--- src/rtl/instr_mem_fetch.sv ---
// instr_mem_fetch: byte-programmable instruction memory feeding a 2-entry in-order response FIFO.
// Optional feature macro IMEM_FAULT_CHECK_EN: when defined, misaligned or out-of-range fetches
// return a faulted NOP; when undefined, fetches may be misaligned and byte indices wrap modulo DEPTH.
module instr_mem_fetch #(
  parameter int DEPTH = 64,
  parameter int ADDR_W = 64
) (
  input  logic              clk,
  input  logic              reset_n,
  input  logic              req_valid,
  output logic              req_ready,
  input  logic [ADDR_W-1:0] req_addr,
  output logic              rsp_valid,
  input  logic              rsp_ready,
  output logic [31:0]       rsp_instr,
  output logic [ADDR_W-1:0] rsp_addr,
  output logic              rsp_fault,
  input  logic              flush,
  input  logic              prog_we,
  input  logic [ADDR_W-1:0] prog_addr,
  input  logic [7:0]        prog_data
);
  localparam int IW = $clog2(DEPTH);
  localparam logic [31:0] NOP = 32'h00000013;
  typedef struct packed {
    logic [31:0]       instr;
    logic [ADDR_W-1:0] addr;
    logic              fault;
  } ent_t;
  logic [7:0] mem [DEPTH];
  ent_t head_q, head_d, tail_q, tail_d, fetched;
  logic [1:0] occ_q, occ_d;
  logic push, pop;
  logic [IW-1:0] base;
  logic [31:0] raw;
  logic unused_prog_hi;
  assign req_ready = occ_q != 2'd2;
  assign rsp_valid = occ_q != 2'd0;
  assign rsp_instr = head_q.instr;
  assign rsp_addr  = head_q.addr;
  assign rsp_fault = head_q.fault;
  assign push = req_valid && req_ready && !flush;
  assign pop  = rsp_valid && rsp_ready;
  assign base = req_addr[IW-1:0];
  assign raw  = {mem[base + IW'(3)], mem[base + IW'(2)], mem[base + IW'(1)], mem[base]};
  assign unused_prog_hi = ^prog_addr[ADDR_W-1:IW];
`ifdef IMEM_FAULT_CHECK_EN
  logic bad;
  assign bad = (req_addr[1:0] != 2'b00) || (req_addr > ADDR_W'(DEPTH - 4));
  assign fetched = '{instr: bad ? NOP : raw, addr: req_addr, fault: bad};
`else
  assign fetched = '{instr: raw, addr: req_addr, fault: 1'b0};
`endif
  // FIFO next state: head is always the oldest entry, tail only used at occupancy 2
  always_comb begin
    head_d = head_q;
    tail_d = tail_q;
    occ_d  = occ_q;
    if (flush) occ_d = 2'd0;
    else if (occ_q == 2'd2) begin
      if (pop) begin
        head_d = tail_q;
        occ_d  = 2'd1;
      end
    end else if (push && (occ_q == 2'd0 || pop)) begin
      head_d = fetched;
      occ_d  = 2'd1;
    end else if (push) begin
      tail_d = fetched;
      occ_d  = 2'd2;
    end else if (pop) occ_d = 2'd0;
  end
  // FIFO state with asynchronous clear; zeroed head keeps rsp_* at 0 during reset
  always_ff @(posedge clk or negedge reset_n) begin
    if (!reset_n) begin
      head_q <= '0;
      tail_q <= '0;
      occ_q  <= 2'd0;
    end else begin
      head_q <= head_d;
      tail_q <= tail_d;
      occ_q  <= occ_d;
    end
  end
  // Programming port; memory survives reset and same-edge fetches see old bytes
  always_ff @(posedge clk) begin
    if (prog_we) mem[prog_addr[IW-1:0]] <= prog_data;
  end
endmodule

--- config.mk ---
export PLATFORM = sky130hd
export DESIGN_NAME = instr_mem_fetch
export DESIGN_NICKNAME = d
export VERILOG_FILES = /design/src/rtl/instr_mem_fetch.sv
export SDC_FILE = /design/constraint.sdc
export NUM_CORES = 1
export LEC_CHECK = 0
export BUFFER_PORTS_ARGS = -buffer_cell sky130_fd_sc_hd__buf_2
export CAP_MARGIN = 20
export CELL_PAD_IN_SITES_DETAIL_PLACEMENT = 1
export CELL_PAD_IN_SITES_GLOBAL_PLACEMENT = 2
export CORE_MARGIN = 4
export CORE_UTILIZATION = 30
export CTS_BUF_LIST = sky130_fd_sc_hd__clkbuf_16
export DETAILED_ROUTE_END_ITERATION = 6
export GPL_ROUTABILITY_DRIVEN = 0
export PLACE_DENSITY = 0.65
export SKIP_LAST_GASP = 1
export SLEW_MARGIN = 20
export SYNTH_ARGS = -nofsm -noshare
export SYNTH_HDL_FRONTEND = slang
export SYNTH_SLANG_ARGS = --single-unit
--- constraint.sdc ---
create_clock -name clk -period 2.1 [get_ports clk]
set_input_delay 0.105 -clock clk [delete_from_list [all_inputs] [get_ports clk]]
set_output_delay 0.105 -clock clk [all_outputs]
set_load 0.02 [all_outputs]
# Word level (Yosys, flattened, before mapping)
# Memories as Yosys holds them, arrays and structs flattened.
# Index checks and enable logic that the tools add are counted.
[word_totals]
ff_bits = 195
mem_bits_rw = 512
input_bits = 142
output_inout_bits = 99
elab_cells = 41
n_memories = 1
[memory_table]
columns = ["memory", "depth", "width", "rd", "rd_ports_with_merged_regs", "write_ports", "line", "text"]
rows = [
  ["mem", 64, 8, 4, 0, 1, "30", "logic [7:0] mem [DEPTH];"],
]
[op_classes]
addsub = 3
eq_ne = 4
mux = 11
n_bitwise = 3
n_reduce_logical = 13
[op_table]
columns = ["op", "n"]
rows = [
  ["97-bit two-way mux", 3],
  ["6-bit by 2-bit adder with 6-bit output, second input constant", 2],
  ["2-bit two-way mux", 6],
  ["6-bit by 1-bit adder with 6-bit output, second input constant", 1],
  ["1-bit logical AND", 4],
  ["2-bit inequality test, second input constant", 2],
  ["4-bit AND reduction", 1],
  ["2-bit nonzero test", 2],
  ["4-bit nonzero test", 1],
  ["3-bit inequality test, second input constant", 1],
  ["1-bit NOT", 3],
  ["3-bit AND reduction", 1],
  ["2-bit equality test, second input constant", 1],
  ["2-bit zero test", 1],
  ["1-bit two-way mux", 2],
  ["2-bit AND reduction", 1],
  ["1-bit zero test", 1],
  ["1-bit logical OR", 1],
]

# Depth between registers and ports, before layout
[logic_depth]
ltp_word = 7
mapped_depth = 17

# Worst setup path after synthesis
# No wires, ideal clock.
[synth_path]
path_type = "input to register"
from = "input port req_addr[1]"
to = "register head_q, in the netlist rsp_instr[16]"
arrival_ns = 3.206
t_required_ns = 1.974
path_slack_ns = -1.232
stages = 15
n_path_buf = 8
cell_sequence = "buf_2 buf_4 buf_2 inv_1 clkbuf_1 ha_1 clkbuf_1 buf_2 buf_2 buf_1 mux2i_1 o22ai_1 nor3_1 nor2_1 a221o_1"
[synth_between]
elab_chain_len = 4
[synth_rtl]
columns = ["item", "line", "text"]
rows = [
  ["from (decl)", "12", "input logic [ADDR_W-1:0] req_addr,"],
  ["6-bit by 2-bit adder with 6-bit output", "45", "assign raw = {mem[base + IW'(3)], mem[base + IW'(2)], mem[base + IW'(1)], mem[base]};"],
  ["memory 64 x 8 bit", "n/a", ""],
  ["97-bit two-way mux", "65", "end else if (push && (occ_q == 2'd0 || pop)) begin"],
  ["97-bit two-way mux", "60", "else if (occ_q == 2'd2) begin"],
  ["to (signal assigned)", "76", "head_q <= '0;"],
  ["to (signal assigned)", "80", "head_q <= head_d;"],
  ["to (decl)", "31", "ent_t head_q, head_d, tail_q, tail_d, fetched;"],
]
# No other way between the ends. The select of a mux whose other input is x is not followed.
# A chain may end at the register's enable or synchronous reset.

==> metrics.md <==
| Metric | Value |
|---|---|
| Antenna Nets Post-Route | `0` |
| Port Buffers | `approximately 180` |
| Vias in the first global route | `~33000` |
| VDD IR max | `approximately 640 uV` |
| Largest net degree at the start of global routing | `66` |
| Commonest non-fill, non-tap cells in the layout | `733 x buf_4, 561 x nand2_1, 512 x edfxtp_1, 369 x mux4_2, 257 x mux2i_1` |
| Starting density of the core | `0.304` |
| Mapped Cells | `between 3000 and 4000` |
| Violated checks | `negative setup slack` |
| Syn_area_per_cell | `about 13 um^2` |
| Commonest non-fill, non-tap cell in the layout | `buf_4` |
| Dpl cell area | `0.0490 mm^2` |
| Worst hold path stage count | `1` |
| Max Root-Sink Buffers | `3` |
| Flop2flop setup slack | `-200 ps` |
| CP max FO | `3` |
| R2R depth | `8` |
| Cell area after synthesis | `0.0402 mm^2` |
| Max-Slew Margin vs Limit | `0.370` |
| Maxcap violations | `0` |
| Post-synth EDFFs | `around 500` |
| Final setup fails | `27` |
| Crit end category | `flip-flop` |
| Die ar. | `roughly 0.14 mm^2` |
| Vias post-DR | `32644` |
| Reg2reg end | `rsp_instr[8]$_DFFE_PN0P_` |
| Yosys warnings | `0` |
| Clock slew at reported path FFs | `about 60 ps` |
| Post-synth cell types | `73` |
| Slew at the pin with the worst max-slew slack | `938 ps` |
| RSZ-0062 raised after global routing | `yes` |
| Die width | `374 um` |
| Final Cycle Share | `1.09` |
| Vias per Instance | `~5.7` |
| GRT Total Usage | `0.243` |
| LEAKAGE | `approximately 21 nW` |
| Hold worst-path end | `mem[53][2]$_DFFE_PP_` |
| Final core utilization | `0.409` |
| Post-synthesis sequential area ratio | `0.504` |
| Worst Hold Class | `input port to flip-flop` |
| Final Skew | `33.4 ps` |
| Status | `finished, violations left` |
| Clock sinks | `about 710` |
| Clock network latency to the later pin of the worst-skew pair | `between 600 and 700 ps` |
| Hold path start | `prog_data[2]` |
| Total core area | `about 0.13 mm^2` |
| Global route overflow | `0` |
| CTS tree | `yes` |
| Initial antenna violation count | `9` |
| PD cells | `roughly 760 mW/mm^2` |
| Fillcell total | `roughly 14000` |
| H-tree levels | `3` |
| WL per Instance | `approximately 30 um` |
| Post-Syn Nets | `between 3000 and 4000` |
| DR pass1 iterations | `5` |
| Register bit total from synthesis | `around 710` |
| Die Y | `~370 um` |
| Fraction of layout cells with a size suffix above 1 | `0.433` |
| R2r startpoint | `mem[56][0]$_DFFE_PP_` |
| IO Count | `roughly 240` |
| Final Hold Viols | `0` |
| Area grow syn2layout | `34.8%` |
| # rows | `about 130` |
| Design area | `between 0.05 and 0.06 mm^2` |
| Tmin final | `between 2000 and 2500 ps` |
| Worst path required time | `around 2700 ps` |
| Fin worst setup slack | `-198 ps` |
| Nature of the critical path startpoint | `flip-flop` |
| Routed WL | `~170000 um` |
| First-pass GRT wire length | `approximately 250000 um` |
| DP HPWL | `128000 um` |
| Residual DRC | `0` |
| Worst Setup Path Type | `flip-flop to flip-flop` |
| Post-synth top flop | `edfxtp_1` |
| Achievable frequency | `0.435 GHz` |
| Clk root buf | `clkbuf_16` |
| Total CTS buffers | `87` |
| Critical Path AT | `roughly 2900 ps` |
| Post-synth ARST share | `0.275` |
| Nets@finish | `a little over 4000` |
| Max-slew violations | `0` |
| Initial detailed-routing violation count | `3619` |
sequential cells by signal, indices dropped and copies added, names as in the netlist:
name,count
rsp_addr,64
mem,512
tail_q,96
occ_q,2
rsp_instr,32
critical path: stages, from the launching register on:
cell and delay [ps]:
edfxtp_1 420, buf_6 140, mux4_2 490, mux2i_4 260, o21ai_2 110, a32oi_2 230
a21oi_1 70, buf_4 170, a221o_1 290
where the power goes:
group / switching (mW) / internal, mW / leakage, nW
Combinational: 5.42 / 3.97 / 12.6
Clock: 6.25 / 8.88 / 1.46
Sequential: 0.631 / 15.9 / 6.94
per-stage QoR:
| step | power, mW | hold WS (ps) | cells | setup TNS [ps] | worst slack, ps |
|---|---|---|---|---|---|
| after floorplan | 21.1 | -191 | 3025 | -18720 | -590 |
| after global placement | 25.3 | 89.9 | 5500 | -40920 | -988 |
| after detailed placement | 25.4 | 93.1 | 5500 | -42190 | -993 |
| after CTS | 41.0 | 27.9 | 5749 | -1620 | -243 |
| after global routing | 42.6 | 60.5 | 5772 | -3730 | -242 |
| final | 41.1 | 58.1 | 5774 | -1940 | -198 |
timing repair:
action	4_1_cts	5_1_grt
gates resized for setup	157	120
hold buffers	74	0
pin swaps	50	50
cloned	0	0
setup buffers	22	30
setup endpoints to repair	57	61
endpoints found under the hold margin	558	0
cells by family after synthesis:
kind of cell / share of synthesized area
buffers and inverters: 0.0349
DFF: 0.504
and+or+nand+nor: 0.0948
AOI/OAI and AO/OA: 0.0695
other: 0.0000934
muxes: 0.290
xor gates and xnor gates: 0.00576
adders and majority gates: 0.00125
Yosys cell counts (34+ instances only):
master	count	area [um^2]
nand3_1	50	250
a22oi_1	50	375
nor2_1	177	664
and3_1	34	213
dfrtp_1	194	4850
mux2i_1	293	2930
a31oi_1	90	563
buf_2	69	345
edfxtp_1	512	15400
o21ai_0	57	285
nand2_1	569	2140
mux4_2	358	8060
clkbuf_1	112	420
buf_4	40	300
a21oi_1	88	440
routing by layer:
layer | wire [um] | vias to the layer above | global-route usage
met5 | 82 | - | 0
met4 | 8140 | 14 | 0.100
met3 | 15900 | 337 | 0.0525
met2 | 78100 | 1578 | 0.373
met1 | 72000 | 16978 | 0.334
li1 | - | 13737 | -
final cells by class:
cell class,instances,area [um^2],share of cell area
sequential,706,20200,0.374
multi-input combinational,2052,19900,0.367
timing repair buffer,1089,8960,0.165
clock buffer,92,2300,0.0425
tap,1755,2200,0.0406
clock inverter,68,541,0.00998
inverter,10,50.0,0.000924
antenna,2,5.00,0.0000924
worst max path at each step:
stage / from / endpoint / slack (ps) / cells past startpoint
after global placement: req_addr[0] / rsp_instr[8]$_DFFE_PN0P_ / -990 / 13
after floorplan: req_addr[0] / rsp_instr[29]$_DFFE_PN0P_ / -590 / 13
final: mem[56][0]$_DFFE_PP_ / rsp_instr[8]$_DFFE_PN0P_ / -200 / 8
after global routing: mem[12][4]$_DFFE_PP_ / rsp_instr[20]$_DFFE_PN0P_ / -240 / 9
after CTS: mem[12][4]$_DFFE_PP_ / rsp_instr[20]$_DFFE_PN0P_ / -240 / 9
after detailed placement: req_addr[0] / rsp_instr[8]$_DFFE_PN0P_ / -990 / 13
(Power assumes the default switching activity.)
